==> src/rtl/seg_pkg.sv <==
// Shared seven-segment constants: glyph table, blank pattern, digit-word layout.
package seg_pkg;

  // Digit word as captured from the switches: {nibble[3:0], dp}
  localparam int unsigned WORD_W  = 5;
  localparam int unsigned DP_BIT  = 0;
  localparam int unsigned NIB_LSB = 1;
  localparam int unsigned NIB_MSB = 4;

  // All segments dark (active-low)
  localparam logic [6:0] SEG_BLANK = 7'h7F;

  // Active-low hex glyphs, bit0 = a ... bit6 = g
  localparam logic [6:0] SEG_GLYPH [16] = '{
    7'h40, 7'h79, 7'h24, 7'h30,  // 0 1 2 3
    7'h19, 7'h12, 7'h02, 7'h78,  // 4 5 6 7
    7'h00, 7'h10, 7'h08, 7'h03,  // 8 9 A b
    7'h46, 7'h21, 7'h06, 7'h0E   // C d E F
  };

  // Look up the active-low glyph for one hex nibble
  function automatic logic [6:0] hexGlyph(input logic [3:0] nibble);
    return SEG_GLYPH[nibble];
  endfunction

endpackage

==> src/rtl/btn_debounce.sv <==
// One raw button: 2-flop synchroniser, stability counter, rising-edge pulse.
module btn_debounce #(
  parameter int unsigned DEBOUNCE_CYC = 250000
) (
  input  logic clk,
  input  logic reset,
  input  logic btnRaw,
  output logic rise
);

  localparam int unsigned   CNT_W    = (DEBOUNCE_CYC > 1) ? $clog2(DEBOUNCE_CYC) : 1;
  localparam logic [CNT_W-1:0] CNT_LAST = CNT_W'(DEBOUNCE_CYC - 1);

  logic             syncA;
  logic             syncB;
  logic             stable;
  logic [CNT_W-1:0] cnt;
  logic             settle;

  // Synchronised input has disagreed long enough to be accepted this cycle
  assign settle = (syncB != stable) && (cnt == CNT_LAST);

  // Synchroniser, debounce counter and registered press pulse
  always_ff @(posedge clk) begin
    if (reset) begin
      syncA  <= 1'b0;
      syncB  <= 1'b0;
      stable <= 1'b0;
      cnt    <= '0;
      rise   <= 1'b0;
    end else begin
      syncA <= btnRaw;
      syncB <= syncA;
      rise  <= settle && syncB;
      if (syncB == stable) begin
        cnt <= '0;
      end else if (cnt == CNT_LAST) begin
        cnt    <= '0;
        stable <= syncB;
      end else begin
        cnt <= cnt + CNT_W'(1);
      end
    end
  end

endmodule

==> src/rtl/seg_capture_display.sv <==
// Captures switch values into digit registers on debounced button presses and
// time-multiplexes them onto an active-low seven-segment display.
module seg_capture_display
  import seg_pkg::*;
#(
  parameter int unsigned NUM_DIGITS   = 4,
  parameter int unsigned REFRESH_DIV  = 50000,
  parameter int unsigned DEBOUNCE_CYC = 250000
) (
  input  logic                  clk,
  input  logic                  reset,
  input  logic [4:0]            switches,
  input  logic [NUM_DIGITS-1:0] load_btn,
  input  logic                  blank_en,
  output logic [6:0]            seg_n,
  output logic                  dp_n,
  output logic [NUM_DIGITS-1:0] an_n,
  output logic [NUM_DIGITS-1:0] digit_valid
);

  localparam int unsigned PRE_W = (REFRESH_DIV > 1) ? $clog2(REFRESH_DIV) : 1;
  localparam int unsigned IDX_W = (NUM_DIGITS > 1) ? $clog2(NUM_DIGITS) : 1;
  localparam logic [PRE_W-1:0] PRE_LAST = PRE_W'(REFRESH_DIV - 1);
  localparam logic [IDX_W-1:0] IDX_LAST = IDX_W'(NUM_DIGITS - 1);

  logic [NUM_DIGITS-1:0] risePulse;
  logic [WORD_W-1:0]     digitReg [NUM_DIGITS];
  logic [PRE_W-1:0]      pre;
  logic [IDX_W-1:0]      scanIdx;
  logic [WORD_W-1:0]     activeWord;
  logic                  activeValid;
  logic                  showBlank;
  logic [NUM_DIGITS-1:0] anNext;

  // One debouncer per load button
  for (genvar g = 0; g < NUM_DIGITS; g++) begin : gBtn
    btn_debounce #(
      .DEBOUNCE_CYC (DEBOUNCE_CYC)
    ) uDebounce (
      .clk    (clk),
      .reset  (reset),
      .btnRaw (load_btn[g]),
      .rise   (risePulse[g])
    );
  end

  // Capture switches into every digit whose button was just pressed
  always_ff @(posedge clk) begin
    if (reset) begin
      for (int i = 0; i < NUM_DIGITS; i++) digitReg[i] <= '0;
      digit_valid <= '0;
    end else begin
      for (int i = 0; i < NUM_DIGITS; i++) begin
        if (risePulse[i]) begin
          digitReg[i]    <= switches;
          digit_valid[i] <= 1'b1;
        end
      end
    end
  end

  // Refresh prescaler and scan index, advancing one slot per REFRESH_DIV cycles
  always_ff @(posedge clk) begin
    if (reset) begin
      pre     <= '0;
      scanIdx <= '0;
    end else if (pre == PRE_LAST) begin
      pre     <= '0;
      scanIdx <= (scanIdx == IDX_LAST) ? '0 : scanIdx + IDX_W'(1);
    end else begin
      pre <= pre + PRE_W'(1);
    end
  end

  // Select the digit currently being scanned
  always_comb begin
    activeWord  = '0;
    activeValid = 1'b0;
    for (int i = 0; i < NUM_DIGITS; i++) begin
      if (scanIdx == IDX_W'(i)) begin
        activeWord  = digitReg[i];
        activeValid = digit_valid[i];
      end
    end
  end

  assign showBlank = blank_en && !activeValid;
  assign anNext    = ~(NUM_DIGITS'(1) << scanIdx);

  // Registered display drive; unloaded digits go fully dark when blanking
  always_ff @(posedge clk) begin
    if (reset) begin
      an_n  <= '1;
      seg_n <= SEG_BLANK;
      dp_n  <= 1'b1;
    end else if (showBlank) begin
      an_n  <= '1;
      seg_n <= SEG_BLANK;
      dp_n  <= 1'b1;
    end else begin
      an_n  <= anNext;
      seg_n <= hexGlyph(activeWord[NIB_MSB:NIB_LSB]);
      dp_n  <= ~activeWord[DP_BIT];
    end
  end

endmodule

==> config.mk <==
export PLATFORM = sky130hd
export DESIGN_NAME = seg_capture_display
export DESIGN_NICKNAME = d
export VERILOG_FILES = /design/src/rtl/seg_pkg.sv /design/src/rtl/btn_debounce.sv /design/src/rtl/seg_capture_display.sv
export SDC_FILE = /design/constraint.sdc
export NUM_CORES = 1
export LEC_CHECK = 0
export CAP_MARGIN = 0
export CORE_ASPECT_RATIO = 0.75
export CORE_MARGIN = 3
export CORE_UTILIZATION = 60
export CTS_CLUSTER_DIAMETER = 100
export DETAILED_ROUTE_END_ITERATION = 16
export PLACE_DENSITY = 0.76
export REMOVE_ABC_BUFFERS = 1
export SYNTH_ARGS = -nofsm -noshare
export SYNTH_HDL_FRONTEND = slang
export SYNTH_SLANG_ARGS = --single-unit
==> constraint.sdc <==
create_clock -name clk -period 6.5 [get_ports clk]
set_clock_uncertainty 0.1 [all_clocks]
set_input_delay 0.975 -clock clk [delete_from_list [all_inputs] [get_ports clk]]
set_output_delay 0.975 -clock clk [all_outputs]
set_load 0.01 [all_outputs]
==> summary by stage, run 1 <==
Status
The run finished with clean final reports.

Placement
The worst-case setup slack after placement is 3.64 ns. The number of buffer cells added on primary ports is 27. The half-perimeter wire length after placement is 7850 um. The last weighted congestion value of the routability-driven placer is 0.873. The instance count after placement with tap cells included is 802.

Floorplan
The initial standard-cell utilization of the core is 0.629. The number of top-level pins is 28. The horizontal die dimension is 123 um.

The area of the die is 0.0116 mm2. The die is 94.0 um tall. The number of cell rows is 31.

The floorplan step defined a core boundary enclosing 0.00985 mm2.

Route
The sum of met2 wire segment lengths after detailed routing is 5500 um. Dividing the detail-routed via count by the number of cells gives 5.42. The length of routed met3 wiring is 554 um. The routed metal-1 wire length is ~5500 um. The residual DRC count is 0.

The highest signal layer in the routed design is met4. The routed layout has 4522 vias. The post-detailed-routing wire length is 11700 um. The first routing iteration left around 300 violations. The first detailed-routing pass took 6 iterations. The final antenna-violating net count is 0. In the final routed layout, each cell accounts on average for 14.0 um.

Timing
Setup violations remaining at the end of the flow were counted as 0. The final count of hold timing violations was 0. Setup repair after global routing left no endpoint under its margin. Based on the critical path, the design can be clocked at up to ~380 MHz.

The max-slew violation total from the final report came to 0. Adding up every negative setup slack in the final design gives 0 ns. Hold timing on the final database bottoms out at a slack of 0.336 ns.

The headroom to the max-slew limit is 0.416. The final worst-path setup slack is 3.84 ns. The share of the clock period used by the worst path after layout is 0.409. The smallest clock period supported by the final layout is computed as 2.66 ns. At the pin with the least slew margin, the transition time is slightly below 0.9 ns.

Yosys
The most frequently used flop master after synthesis is sky130_fd_sc_hd__dfxtp_1. The share of synthesized registers carrying an async set or reset is 0. Summing every instance area after synthesis gives 0.00619 mm2.

The mean area per synthesized cell is 9.36 um2. Of the synthesized area, sequential elements account for 0.491. Counting flops and latches in the post-synthesis netlist gives 142. The number of library cell types mapped by synthesis is 50. The number of synthesized flops with an enable pin is 20.

The number of synthesis warnings is 0. The cell count after synthesis is around 660.

Clock tree
The number of post-CTS setup repair buffers is 0. The CTS H-tree depth is 4. In this run the clock root is driven by a sky130_fd_sc_hd__clkbuf_16. Hold repair after CTS inserted 0 buffers. The clock drives 142 sinks. The CTS buffer count is 17. The clock network latency to the later pin of the worst-skew pair is around 0.41 ns.

The buffer levels on the longest clock path is 2. TritonCTS built the clock tree. The post-cts sizing count is 0. The register clock-pin slew on the reported worst setup and hold paths is 0.06 ns.

Critical path
In this run the worst path has a maximum fanout of 12. STA classifies the critical path endpoint as a flop. Grouping stages by cell kind, the critical path spends the most delay in compound AO/OA/AOI/OAI gates. The startpoint class of the critical path is a flop. Together, buffers and inverters on the worst path number 1. The slowest library cell on the worst path is sky130_fd_sc_hd__a31oi_1. The largest single stage delay on the critical path is 0.68 ns. The type of the worst setup path is reg2reg. For the worst setup path, the data required time is 6.63 ns.

The data arrival time at the worst-slack endpoint is 2.79 ns. The signal on the critical path passes through inv_1, ha_1, nor2b_1, a221oi_1, a211o_1, a31oi_1, o21ai_0.

Global route
The overall global routing resource usage is 0.214. The first-pass GRT wire length is between 15000 and 20000 um. Entering global routing, the biggest net connects 39 pins. After global routing the overflow that remains totals 0. The number of global-route vias before repair is about 4200. The number of antenna violations at the first check in global routing came to 0.

Power and ir drop
The worst-case IR drop observed on VDD is 196 uV. The leakage power is 2.48 nW. The total power per unit cell area is 277 mW/mm2.

Cells and area
The area overhead of the layout relative to synthesis is 15.1%. The final cell count without fillers is 834. For this run, the post-layout net count is about 720.

The multi-input combinational cells in the finished layout cover a total of 0.00295 mm2. The fraction of layout cells with a size suffix above 1 is 0.0598. The number of diodes added for antenna fixing is 0. Fill cells in the final layout number 713.

The sequential cell area is between 0.003 and 0.004 mm2.

Flow run
The tool flagged a number of max-cap violations equal to 0.

Hold path
The path class of the tightest hold or removal check is reg2reg.
==> synthesized netlist by cell type (all sizes together), types with 16 or more instances <==
cell / number / area share
and2: 21 / 0.021
buf: 16 / 0.021
nor2b: 17 / 0.017
nor2: 138 / 0.084
xnor2: 39 / 0.055
inv: 16 / 0.0097
and3: 16 / 0.016
nand3: 39 / 0.032
edfxtp: 20 / 0.097
dfxtp: 122 / 0.39
nand2: 48 / 0.029
xor2: 43 / 0.061
==> cells in the final DEF (no fill, tap or decap), types with 5 or more instances in the layout <==
cell type | Yosys | routed
sky130_fd_sc_hd__nand2_1 | 48 | 48
sky130_fd_sc_hd__nand3_1 | 39 | 39
sky130_fd_sc_hd__clkdlybuf4s50_1 | 0 | 27
sky130_fd_sc_hd__inv_1 | 16 | 16
sky130_fd_sc_hd__xor2_1 | 43 | 43
sky130_fd_sc_hd__clkinv_4 | 0 | 5
sky130_fd_sc_hd__and3_1 | 15 | 15
sky130_fd_sc_hd__and4_1 | 5 | 5
sky130_fd_sc_hd__dfxtp_1 | 122 | 122
sky130_fd_sc_hd__o211ai_1 | 5 | 5
sky130_fd_sc_hd__edfxtp_1 | 20 | 20
sky130_fd_sc_hd__nor3b_1 | 5 | 5
sky130_fd_sc_hd__and2_1 | 21 | 21
sky130_fd_sc_hd__ha_1 | 15 | 15
sky130_fd_sc_hd__nor2b_1 | 17 | 17
sky130_fd_sc_hd__nor3_1 | 10 | 10
sky130_fd_sc_hd__xnor2_1 | 39 | 39
sky130_fd_sc_hd__nor2_1 | 138 | 138
sky130_fd_sc_hd__or2_2 | 5 | 5
sky130_fd_sc_hd__clkbuf_16 | 0 | 18
sky130_fd_sc_hd__nor4b_1 | 7 | 7
sky130_fd_sc_hd__nand4_1 | 15 | 15
sky130_fd_sc_hd__nand2b_1 | 6 | 6
sky130_fd_sc_hd__nand3b_1 | 5 | 5
sky130_fd_sc_hd__mux2i_1 | 6 | 6
==> registers in the layout, indices dropped and copies added (netlist names) <==
register / flops
gBtn.uDebounce.cnt: 72
gBtn.uDebounce.stable: 4
gBtn.uDebounce.syncB: 4
scanIdx: 2
seg_n: 7
digitReg: 20
dp_n: 1
digit_valid: 4
gBtn.uDebounce.rise: 4
gBtn.uDebounce.syncA: 4
pre: 16
an_n: 4
==> power by group <==
part           leakage [nW]  internal [mW]  switching [mW]
Sequential             1.18          0.904         0.00557
Combinational         0.996         0.0235          0.0297
Clock                 0.309          0.650           0.365
==> final timing paths <==
kind                                      start                            endpoint  slack (ns)  cells after the start
max                     scanIdx[1]$_SDFFE_PP0N_                 seg_n[0]$_SDFF_PP1_        3.84                      7
min          gBtn[3].uDebounce.syncA$_SDFF_PP0_  gBtn[3].uDebounce.syncB$_SDFF_PP0_        0.34                      1
max reg2reg             scanIdx[1]$_SDFFE_PP0N_                 seg_n[0]$_SDFF_PP1_        3.84                      7
min reg2reg  gBtn[3].uDebounce.syncA$_SDFF_PP0_  gBtn[3].uDebounce.syncB$_SDFF_PP0_        0.34                      1
==> cells by family (layout without fill, tap and decap cells) <==
group / after synthesis / in the layout / share of synthesized area
and+or+nand+nor: 354 / 354 / 0.289
buffers and inverters: 36 / 76 / 0.0329
DFF: 142 / 142 / 0.491
adders and majority gates: 15 / 15 / 0.0303
xor gates and xnor gates: 82 / 82 / 0.116
muxes: 6 / 6 / 0.00970
AOI/OAI and AO/OA: 27 / 27 / 0.0313
==> area by class of cell <==
class,count,area share
sequential,142,0.427
timing repair buffer,28,0.0390
clock buffer,21,0.0676
multi-input combinational,484,0.413
tap,132,0.0232
inverter,16,0.00842
clock inverter,11,0.0218
==> through the flow <==
| step | util | cell area [um2] | total power, mW |
|---|---|---|---|
| 2_1_floorplan | - | 6050 | 0.955 |
| 3_3_place_gp | 0.659 | 6490 | 0.979 |
| 3_5_place_dp | 0.659 | 6490 | 0.981 |
| 4_1_cts | 0.724 | 7130 | 1.99 |
| 5_1_grt | 0.724 | 7130 | 2.04 |
| 6_report | 0.724 | 7130 | 1.98 |
==> metal layers <==
layer	vias up	GRT usage
li1	2283	-
met1	2108	0.282
met2	109	0.336
met3	22	0.0704
met4	0	0.0654
met5	-	0
Power figures use the tool's default switching activity.
==> run 2: changes to the inputs <==
CORE_UTILIZATION = 54   (was 60)
PLACE_DENSITY = 0.72   (was 0.76)
clock period = 2.37 ns   (was 6.5 ns; I/O delays follow)
==> summary by stage, run 2 (synthesis gave the netlist of run 1 again) <==
Status
The run finished with clean final reports.

Clock tree
Buffers inserted to repair hold after CTS numbered 0. The number of post-CTS setup repair buffers is 0. Clock tree synthesis found a total of 142 sinks. The CTS buffer count is 17.

The root buffer cell chosen for the clock tree is sky130_fd_sc_hd__clkbuf_16. The clock network latency to the later pin of the worst-skew pair is approximately 0.4 ns. The buffer levels on the longest clock path is 2. The H-tree was split into 4 levels. TritonCTS built the clock tree. The register clock-pin slew on the reported worst setup and hold paths is 0.06 ns.

Route
Once detail routing completed, the nets flagged for antenna violations numbered 0. The detailed router's first-iteration violation count is 264. The number of iterations in the first detailed-routing pass is 5.

After detailed routing, the total wire length is ~11000 um. For this block, the via count after detailed routing is 4475. After detailed routing, the number of remaining DRC violations is 0. The routed length per placed instance is 13.1 um. After detailed routing, the number of vias per cell comes to 5.27.

Timing
Of the available clock period, the critical path in the final layout requires 0.945. Hold is met by 0.339 ns. The final count of hold timing violations came to 0.

In this run the tightest slew margin relative to its limit is 0.617. The total negative setup slack is 0 ns. Setup violations remaining at the end of the flow were counted as 0.

The minimum clock period is 2.24 ns. The transition time of the tightest slew-check pin is 0.575 ns. The max-slew violation total from the final report was 0. Setup repair after global routing left no endpoint under its margin. The maximum clock rate is approximately 450 MHz.

Power and ir drop
The total power per unit cell area is 745 mW/mm2. Across the VDD grid, the largest voltage drop is 532 uV. For this design the static power due to leakage is 2.51 nW.

Floorplan
The die is 130 um wide. The initial utilization of the core area, before any placement, comes to 0.560. The die boundary height is 98.8 um. The area of the die is 0.0128 mm2. In this run the core area contains 33 standard-cell rows.

The number of top-level pins is 28. The placeable core region is 0.0111 mm2.

Placement
Once placement completed, the tool counted placed cells totaling 817. The number of buffer cells added on primary ports is 27. The HPWL after detailed placement is 7840 um. At the end of routability-driven placement, the weighted congestion stood at 0.861.

Global route
Global routing finished with a remaining overflow of 0. The overall global routing resource usage is 0.183. The number of antenna violations at the first check in global routing is 0. The number of global-route vias before repair was 4228. Entering global routing, the biggest net connects 39 pins.

The first-pass GRT wire length is 19200 um.

Cells and area
Ranked by flip-flop count, first place goes to gBtn.uDebounce.cnt. The fraction of layout cells with a size suffix above 1 is 0.0818. In the layout the commonest cells are sky130_fd_sc_hd__nor2_1 (136), sky130_fd_sc_hd__dfxtp_1 (120), sky130_fd_sc_hd__nand2_1 (48), sky130_fd_sc_hd__xor2_1 (43). The final layout net count is between 700 and 800.

The most frequent standard cell in the layout excluding fill and tap cells is sky130_fd_sc_hd__nor2_1. Relative to the synthesized area, the layout overhead comes to 16.4%. The number of fillers in the final layout is between 900 and 1000. The number of diodes added for antenna fixing is 0. In the final layout, the registers with the most flip-flops are gBtn.uDebounce.cnt x72, digitReg x20, pre x16.

The flip-flop count of the largest register after layout is between 70 and 80. For this run, the number of standard cells in the final layout without fillers is ~850.

Critical path
The worst setup path is of the reg2reg kind. Of all nets on the critical path, the largest fanout is 8. The data arrival time at the worst-slack endpoint is 2.47 ns. The worst setup path is launched from a flop. The worst setup path is captured at a flop. The required time reported for the critical path endpoint is 2.60 ns.

Flow run
The reported max-cap violation count is 0.

Hold path
The class of the tightest hold or removal check is reg2reg.
-- run 2: power breakdown --
part	switching [mW]	internal (mW)
registers	0.0164	2.48
logic	0.0855	0.0709
clock network	0.994	1.73
-- run 2: worst max-delay path, cell delays in order (launching register included) --
cell	delay, ns
sky130_fd_sc_hd__dfxtp_2	0.37
sky130_fd_sc_hd__inv_1	0.10
sky130_fd_sc_hd__ha_2	0.23
sky130_fd_sc_hd__nor2b_2	0.16
sky130_fd_sc_hd__nand2_1	0.07
sky130_fd_sc_hd__a221o_1	0.41
sky130_fd_sc_hd__inv_2	0.12
sky130_fd_sc_hd__ha_1	0.14
sky130_fd_sc_hd__inv_1	0.06
sky130_fd_sc_hd__nor2_2	0.16
sky130_fd_sc_hd__a21oi_1	0.07
sky130_fd_sc_hd__o211ai_1	0.17
-- run 2: final timing paths --
path | from | end | slack, ns | cells after the start
setup / recovery | scanIdx[1]$_SDFFE_PP0N_ | seg_n[6]$_SDFF_PP1_ | 0.13 | 11
hold / removal | gBtn[1].uDebounce.syncA$_SDFF_PP0_ | gBtn[1].uDebounce.syncB$_SDFF_PP0_ | 0.34 | 1
setup reg to reg | scanIdx[1]$_SDFFE_PP0N_ | seg_n[6]$_SDFF_PP1_ | 0.13 | 11
hold reg to reg | gBtn[1].uDebounce.syncA$_SDFF_PP0_ | gBtn[1].uDebounce.syncB$_SDFF_PP0_ | 0.34 | 1
-- run 2: routing by layer --
| layer | global-route usage | vias up | part of all wire |
|---|---|---|---|
| li1 | - | 2296 | - |
| met1 | 0.248 | 2076 | 0.50 |
| met2 | 0.285 | 88 | 0.46 |
| met3 | 0.0509 | 15 | 0.036 |
| met4 | 0.0559 | 0 | 0.011 |
| met5 | 0 | - | 0 |
-- run 2: cell type report --
| class | count | area (um2) | area share |
|---|---|---|---|
| Sequential cell | 142 | 3050 | 0.422 |
| Multi-Input combinational cell | 484 | 2980 | 0.412 |
| Clock buffer | 20 | 458 | 0.0635 |
| Timing Repair Buffer | 35 | 343 | 0.0475 |
| Tap cell | 140 | 175 | 0.0243 |
| Clock inverter | 12 | 156 | 0.0217 |
| Inverter | 16 | 60.1 | 0.00833 |
-- run 2: through the flow --
step | area [um2] | util | worst slack (ns) | total power [mW]
after global placement | 6570 | 0.594 | 0.138 | 2.70
after floorplan | 6050 | - | 0.186 | 2.62
final | 7210 | 0.652 | 0.130 | 5.37
after global routing | 7210 | 0.652 | 0.00868 | 5.55
after CTS | 7190 | 0.649 | 0.0431 | 5.43
after detailed placement | 6570 | 0.594 | 0.00992 | 2.70
-- run 2: repair_timing --
action                                 4_1_cts  5_1_grt
pin swaps                                    0        1
gates resized for setup                      1       10
setup endpoints to repair                    1        5
endpoints found under the hold margin        0        0
